===== src/rtl/instruction_decode_stage.sv =====
// Registered decode stage between fetch and execute: valid/ready on both sides,
// a circular return-address stack and a post-transfer squash counter.
module instruction_decode_stage #(
   parameter int DATA_W       = 16,
   parameter int ADDR_W       = 16,
   parameter int REG_AW       = 5,
   parameter int MEM_AW       = 10,
   parameter int RAS_DEPTH    = 8,
   parameter int SQUASH_SLOTS = 1
) (
   input  logic                         clk,
   input  logic                         rst_n,
   input  logic                         in_valid,
   output logic                         in_ready,
   input  logic [DATA_W+4:0]            ins,
   input  logic [ADDR_W-1:0]            ins_addr,
   input  logic [4:0]                   flags,
   output logic                         out_valid,
   input  logic                         out_ready,
   output logic                         a_ce,
   output logic                         regs_ce,
   output logic                         flags_ce,
   output logic                         mem_we,
   output logic                         load_pc,
   output logic                         pc_source,
   output logic                         block_cy_ov,
   output logic [1:0]                   arg_source,
   output logic [2:0]                   opcode,
   output logic [ADDR_W-1:0]            new_pc,
   output logic [REG_AW-1:0]            regs_addr,
   output logic [MEM_AW-1:0]            mem_addr,
   output logic [DATA_W-1:0]            instant,
   output logic [$clog2(RAS_DEPTH):0]   ras_count,
   output logic                         ras_overflow,
   output logic                         ras_underflow
);

   localparam int PTR_W = $clog2(RAS_DEPTH);
   localparam int CNT_W = PTR_W + 1;

   logic [4:0]        op;
   logic [DATA_W-1:0] payload;
   logic              accept;
   logic              drop;
   logic [1:0]        squash_cnt;
   logic [PTR_W-1:0]  ras_ptr;
   logic [ADDR_W-1:0] ras_mem [RAS_DEPTH];
   logic [ADDR_W-1:0] ras_top;
   logic [ADDR_W-1:0] ret_addr;
   logic              unused_flags;

   logic              d_a_ce, d_regs_ce, d_flags_ce, d_mem_we;
   logic              d_load_pc, d_pc_source, d_block_cy_ov;
   logic [1:0]        d_arg_source;
   logic [ADDR_W-1:0] d_new_pc;
   logic [DATA_W-1:0] d_instant;
   logic              do_push, do_pop, d_under;

   assign op           = ins[DATA_W+4:DATA_W];
   assign payload      = ins[DATA_W-1:0];
   assign in_ready     = !out_valid || out_ready;
   assign accept       = in_valid && in_ready;
   assign drop         = squash_cnt != 2'd0;
   assign ras_top      = ras_mem[ras_ptr - PTR_W'(1)];
   assign ret_addr     = ins_addr + ADDR_W'(1);
   assign unused_flags = ^flags[3:1];

   always_comb begin
      d_a_ce        = 1'b0;
      d_regs_ce     = 1'b0;
      d_flags_ce    = 1'b0;
      d_mem_we      = 1'b0;
      d_load_pc     = 1'b0;
      d_pc_source   = 1'b0;
      d_block_cy_ov = 1'b0;
      d_arg_source  = 2'b00;
      d_new_pc      = payload[ADDR_W-1:0];
      d_instant     = DATA_W'(1);
      do_push       = 1'b0;
      do_pop        = 1'b0;
      d_under       = 1'b0;
      case (op)
         5'b00000, 5'b00100, 5'b01000, 5'b01100, 5'b10000, 5'b10100: begin
            d_a_ce     = 1'b1;
            d_flags_ce = 1'b1;
         end
         5'b00001, 5'b00101: begin
            d_a_ce        = 1'b1;
            d_flags_ce    = 1'b1;
            d_arg_source  = 2'b01;
            d_block_cy_ov = 1'b1;
         end
         5'b01001: d_load_pc = 1'b1;
         5'b01101: begin
            d_load_pc = 1'b1;
            do_push   = 1'b1;
         end
         5'b01010: d_load_pc = flags[4];
         5'b01110: begin
            d_load_pc = flags[4];
            do_push   = flags[4];
         end
         5'b01011: d_load_pc = flags[0];
         5'b01111: begin
            d_load_pc = flags[0];
            do_push   = flags[0];
         end
         5'b10001: begin
            // An empty stack turns RET into a NOP that only raises the sticky flag
            if (ras_count == '0) begin
               d_under = 1'b1;
            end else begin
               d_load_pc   = 1'b1;
               d_pc_source = 1'b1;
               d_new_pc    = ras_top;
               do_pop      = 1'b1;
            end
         end
         5'b11100, 5'b11101, 5'b11110: begin
            d_a_ce       = 1'b1;
            d_instant    = payload;
            d_arg_source = op[1:0];
         end
         5'b11001: d_regs_ce = 1'b1;
         5'b11010: d_mem_we  = 1'b1;
         default: ;
      endcase
   end

   // When full, ras_ptr already points at the oldest entry, so a push overwrites it
   always_ff @(posedge clk) begin
      if (accept && !drop && do_push) ras_mem[ras_ptr] <= ret_addr;
   end

   always_ff @(posedge clk or negedge rst_n) begin
      if (!rst_n) begin
         out_valid     <= 1'b0;
         a_ce          <= 1'b0;
         regs_ce       <= 1'b0;
         flags_ce      <= 1'b0;
         mem_we        <= 1'b0;
         load_pc       <= 1'b0;
         pc_source     <= 1'b0;
         block_cy_ov   <= 1'b0;
         arg_source    <= 2'b00;
         opcode        <= 3'b000;
         new_pc        <= '0;
         regs_addr     <= '0;
         mem_addr      <= '0;
         instant       <= DATA_W'(1);
         ras_count     <= '0;
         ras_overflow  <= 1'b0;
         ras_underflow <= 1'b0;
         squash_cnt    <= 2'd0;
         ras_ptr       <= '0;
      end else begin
         if (out_valid && out_ready) out_valid <= 1'b0;
         if (accept) begin
            if (drop) begin
               squash_cnt <= squash_cnt - 2'd1;
            end else begin
               out_valid   <= 1'b1;
               a_ce        <= d_a_ce;
               regs_ce     <= d_regs_ce;
               flags_ce    <= d_flags_ce;
               mem_we      <= d_mem_we;
               load_pc     <= d_load_pc;
               pc_source   <= d_pc_source;
               block_cy_ov <= d_block_cy_ov;
               arg_source  <= d_arg_source;
               opcode      <= op[4:2];
               new_pc      <= d_new_pc;
               regs_addr   <= payload[REG_AW-1:0];
               mem_addr    <= payload[MEM_AW-1:0];
               instant     <= d_instant;
               if (d_load_pc) squash_cnt <= 2'(SQUASH_SLOTS);
               if (do_push) begin
                  ras_ptr <= ras_ptr + PTR_W'(1);
                  if (ras_count == CNT_W'(RAS_DEPTH)) ras_overflow <= 1'b1;
                  else ras_count <= ras_count + CNT_W'(1);
               end
               if (do_pop) begin
                  ras_ptr   <= ras_ptr - PTR_W'(1);
                  ras_count <= ras_count - CNT_W'(1);
               end
               if (d_under) ras_underflow <= 1'b1;
            end
         end
      end
   end

endmodule


===== config.mk =====
export PLATFORM = sky130hd
export DESIGN_NAME = instruction_decode_stage
export DESIGN_NICKNAME = d
export VERILOG_FILES = /design/src/rtl/instruction_decode_stage.sv
export SDC_FILE = /design/constraint.sdc
export NUM_CORES = 1
export LEC_CHECK = 0
export CORE_ASPECT_RATIO = 1.2
export CORE_MARGIN = 3
export CORE_UTILIZATION = 40
export CTS_BUF_LIST = sky130_fd_sc_hd__clkbuf_8
export CTS_CLUSTER_SIZE = 40
export DETAILED_ROUTE_END_ITERATION = 10
export GPL_TIMING_DRIVEN = 0
export SYNTH_ARGS = -nofsm -noshare
export SYNTH_HDL_FRONTEND = slang
export SYNTH_SLANG_ARGS = --single-unit

===== constraint.sdc =====
create_clock -name clk -period 4.6 [get_ports clk]
set_input_delay 1.38 -clock clk [delete_from_list [all_inputs] [get_ports clk]]
set_output_delay 1.38 -clock clk [all_outputs]
set_load 0.005 [all_outputs]

======== After elaboration in Yosys (flattened, before gate mapping) ========
Memories as Yosys holds them, arrays and structs flattened.
Cells that the tools add are included.
storage, ports and cells
  bits in registers ....................... 71
  bits in latches ......................... 0
  bits in writable memories ............... 128
  memory bits (read-only) ................. 0
  input port bits ......................... 46
  memories ................................ 1
cells by class
  add/sub/neg operators ................... 6
  $mul .................................... 0
  divide/modulo/power cells ............... 0
  magnitude comparators ................... 0
  equality and inequality tests ........... 21
  shift-type cells ........................ 0
  mux-type cells .......................... 27
  bitwise logic cells ..................... 1
  reduce and logical (&&, ||, !) cells .... 25
memories
  memory   depth  width  rd ports  clocked after memory_dff  write ports  line  source
  ras_mem  8      16     1         0                         1            47    logic [ADDR_W-1:0] ras_mem [RAS_DEPTH];
operators with widths
  cell                                                                   count
  16-bit 2-to-1 mux                                                      3
  5-bit by 4-bit equality test with 1-bit output, second input constant  8
  5-bit equality test, second input constant                             8
  16-bit by 1-bit adder with 16-bit output, second input constant        1
  1-bit 2-to-1 mux                                                       14
  4-bit 2-to-1 mux                                                       3
  11-bit OR reduction                                                    1
  5-bit by 3-bit equality test with 1-bit output, second input constant  2
  4-bit AND reduction                                                    2
  2-bit OR reduction                                                     4
  8-bit OR reduction                                                     1
  3-bit 2-to-1 mux                                                       2
  3-bit AND reduction                                                    2
  2-bit nonzero test                                                     3
  5-bit by 1-bit equality test with 1-bit output, second input constant  1
  5-bit logical NOT                                                      1
  4-bit by 1-bit adder with 4-bit output, second input constant          1
  4-bit equality test, second input constant                             1
  1-bit logical AND                                                      4
  4-bit logical NOT                                                      1
  2-bit 2-to-1 mux                                                       2
  1-bit case mux with 4 select lines                                     1
  2-bit case mux with 2 select lines                                     1
  2-bit AND reduction                                                    2
  10 further kinds                                                       11

======== Depth between registers and ports, before layout ========
  depth after elaboration ................. 7
  mapped depth ............................ 10
  gate-level depth less buffers ........... 7

======== Least setup slack after synthesis ========
OpenSTA, ideal clock, no wires.
  kind .................................... input to register
  from .................................... input ins[16]
  to ...................................... memory ras_mem[0][0], enable pin
  data arrival time ....................... 3747 ps
  required time ........................... 4170 ps
  slack ................................... 423 ps
  cell stages on the path ................. 6
  buffers on the path ..................... 1
  path through ............................ nand2b_1 > o2bb2ai_1 > and2_1 > buf_2 > nand2_1 > nor4_1
on the way
  word-level cells in the longest chain between the ends .. 5
RTL lines
  item                                            line  source
  from (decl)                                     15    input logic [DATA_W+4:0] ins,
  5-bit by 4-bit equality test with 1-bit output  82    case (op)
  1-bit case mux with 3 select lines *            82
  1-bit logical AND *                             132   if (accept && !drop && do_push) ras_mem[ras_ptr] <= ret_addr;
  1-bit 2-to-1 mux *                              132
  1-bit 2-to-1 mux (implied by the code) *        132
  to (decl)                                       47
Every way passes the cells marked *; elsewhere a longest branch is shown, timed or not.

======== Worst setup path after layout ========
  from .................................... input out_ready
  to ...................................... output in_ready
on the way
  word-level cells in the longest chain between the ends .. 1
RTL lines
  item              line  source
  from (decl)       19    input logic out_ready,
  1-bit logical OR  61    assign in_ready = !out_valid || out_ready;
  to (decl)         14    output logic in_ready,
No other way between the ends.

==> results by group <==
Yosys
  – Top flip-flop cell by instance count after synthesis: sky130_fd_sc_hd__edfxtp_1
  – Post-synth cell types: 57
  – Yosys synthesis warning count: 0
  – Most area-consuming cells after synthesis: sky130_fd_sc_hd__edfxtp_1 (47%), sky130_fd_sc_hd__dfrtp_1 (20%), sky130_fd_sc_hd__mux2i_1 (7.8%)
  – Cell accounting for the most synthesized area: sky130_fd_sc_hd__edfxtp_1
  – Post-synth net total: 655
  – Yosys reg bits: 194
  – Syn Area/Cell: 13.53 sq um
  – Number of flops mapped to enable cells by yosys: 128
  – Synth top area share: 46.97%
  – Netlist Area Pre-Place: 8184 sq um
  – Synthesized instance count: 605
  – Share of synthesized registers carrying an async set or reset: 34.02%
  – Share of the yosys chip area belonging to registers: 67.16%

Detailed routing
  – Total via count after detailed routing: 5,366
  – Post-detailed-route wirelength per cell: 20.35 um
  – Pre-antenna DRT Iters: 5
  – ANT nets after route: 0
  – DRC Markers: 0
  – Drt initial violations: 299
  – Final wirelength: 20,700 um
  – Via density: 5.276

Clocking
  – Number of buffers created by CTS: 17
  – Post-cts repair resize count: 0
  – Longest Clk Path Bufs: 2
  – # hold bufs at CTS: 0
  – Insertion delay of the later-clocked pin in the worst-skew pair: 0.47 ns
  – Setup Buffers After CTS: 0
  – Clock tree root driver cell: sky130_fd_sc_hd__clkbuf_8
  – TritonCTS clock tree: built
  – Reg clk slew, reported paths: 0.10 ns
  – H-tree depth: 4
  – TritonCTS sink count: 194

Power and ir drop
  – Leakage power of the design: 0.003964 uW
  – Total design power: 4691 uW
  – Total power per unit cell area: 462.1 nW/um^2
  – Clock power share: 22.6%
  – Reg power frac: 43.9%
  – Net load switching power: 1554 uW
  – Worst voltage drop across the vdd grid: 0.2531 mV
  – Internal power: 3137 uW
  – Switching part of the total power: 33.13%
  – Share of total power in combinational logic: 33.5%

Timing
  – Achievable clock frequency: 0.2464 GHz
  – Unrepaired setup endpoints after global routing: no
  – Slew margin rel.: 39.94%
  – Share of the cycle needed by the critical path after routing: 88.21%
  – # setup viols final: 0
  – Min setup slack post-route: 0.5423 ns
  – Final hold violation count: 0
  – Final critical path time including I/O delays and setup: 4.058 ns
  – Clock tree skew after final layout: 0.01169 ns
  – Worst Max-Slew Pin Slew: 0.8960 ns
  – Total negative setup slack: 0 ns
  – Total count of max-transition violations in the final report: 0

Placed design
  – Post-place setup slack: 0.1000 ns
  – Post-placement cell count: 985
  – Input/output buffers: 108
  – Post-DP HPWL: 15,240 um
  – Placer congestion estimate: 0.8283

Final layout
  – Ratio of cells with drive above 1 in the final layout: 12.30%
  – Area Overhead vs Synth: 24.03%
  – Number of inserted diodes: 0
  – Number of standard cells in the layout, taps in and fillers out: 1,017
  – Commonest cells after routing, fill and taps aside: sky130_fd_sc_hd__edfxtp_1 (128), sky130_fd_sc_hd__clkdlybuf4s50_1 (107), sky130_fd_sc_hd__nand2_1 (88), sky130_fd_sc_hd__dfrtp_1 (65), sky130_fd_sc_hd__mux2i_1 (64)
  – Leading cell type in the layout, fill and taps excluded: sky130_fd_sc_hd__edfxtp_1
  – Share of the core filled with cells: 51.19%
  – Nets@finish: 793

Job
  – Max cap viols: 0

Critical path
  – Peak per-stage delay on the critical path: 0.48 ns
  – Master of the slowest instance on the critical path: sky130_fd_sc_hd__clkdlybuf4s50_1
  – Category of the worst setup path launch point: input pin
  – Data required time at the worst endpoint: 3.22 ns
  – WS Path Type: input pin to output pin
  – Most frequent cell on the critical path: sky130_fd_sc_hd__clkdlybuf4s50_1
  – Ordered cell list for the critical path: clkdlybuf4s50_1 > nor2b_1 > inv_1 > clkdlybuf4s50_1
  – Kind of end point of the critical path: output pin
  – Reg2reg setup slack: 1.64 ns
  – Data arrival time of the worst path: 2.68 ns
  – Largest driver fanout on the critical path: 4

Floorplan
  – Core Footprint: 19,830 sq um
  – Die area: 22,220 sq um
  – Starting utilization of the core area: 41.27%
  – Die Ht: 162.7 um
  – # rows: 56
  – Die Span X: 136.6 um
  – I/O pin cnt: 113

Global routing
  – Initial antenna violation count: 0
  – Total global routing track utilization: 19.02%
  – Wire length of the first global-routing pass: 31,260 um
  – Global route overflow: 0
  – Vias in the first global route: 5,415
  – Pin count of the biggest net entering global routing: 67

Min path
  – Type of the most critical hold path: register to register

Status
  – Result of the run: completed
## cells in the mapped netlist, drive strengths merged, types with 5 or more instances
cell type,number
edfxtp,128
nand2,88
dfrtp,65
mux2i,64
nor2,33
a22oi,32
buf,30
nand3,26
a21oi,17
a221oi,16
xnor2,16
clkbuf,12
nor3,8
inv,7
o21ai,7
nand2b,5
## area by class of cell
cell class | count | area (sq um)
Fill cell | 1691 | 9678
Sequential cell | 194 | 5497
Multi-Input combinational cell | 362 | 2449
Timing Repair Buffer | 119 | 1222
Tap cell | 261 | 326.6
Buffer | 42 | 246.5
Clock buffer | 17 | 234.0
Clock inverter | 15 | 150.1
Inverter | 7 | 26.28
## registers in the layout (all words and copies together), names as in the netlist, 2 cells and up
signal      cells
ras_mem       128
mem_addr        6
new_pc         16
instant        16
ras_count       4
opcode          3
arg_source      2
squash_cnt      2
regs_addr       4
ras_ptr         3
## through the flow
step,hold slack [ns],instance area [sq um]
after floorplan,0.4502,8184
after global placement,0.4582,9592
after detailed placement,0.4567,9767
after CTS,0.4800,10150
after global routing,0.4984,10150
final,0.4773,10150
## critical path: cells and delay by family
kind	cells	cell delay, ns
simple gates	1	0.28
buf+inv	3	1.02
## cells by family after synthesis
kind of cell             share of synthesized area, %
buffers and inverters                           3.333
adder cells (fa/ha/maj)                        0.7339
flip-flops                                      67.16
multiplexers                                    8.148
XOR/XNOR                                        2.232
AND/OR/NAND/NOR                                 10.04
AO/OA/AOI/OAI                                   8.347
## layer usage
metal / GRT usage (%) / routed length [um]
met1: 24.41 / 8880
met5: 0 / 0
met2: 32.04 / 10260
met4: 7.791 / 482
met3: 3.059 / 1070
## final timing paths
kind | startpoint | to | cells past startpoint
max reg2reg | out_valid | ras_mem[1][6] | 6
max | out_ready | in_ready | 4
min | instant[5] | instant[5] | 2
min in group asynchronous | rst_n | block_cy_ov | 1
max in group asynchronous | rst_n | new_pc[7] | 1
min reg2reg | instant[5] | instant[5] | 2
## power by group through the flow
stage	clock network (uW)	logic, uW	registers [uW]
4_1_cts	1090	1580	2060
5_1_grt	1150	1690	2070
3_5_place_dp	0	1580	2100
6_report	1060	1570	2060
2_1_floorplan	0	965	2090
3_3_place_gp	0	1550	2090
No activity file was read; power rests on OpenSTA's default activity.
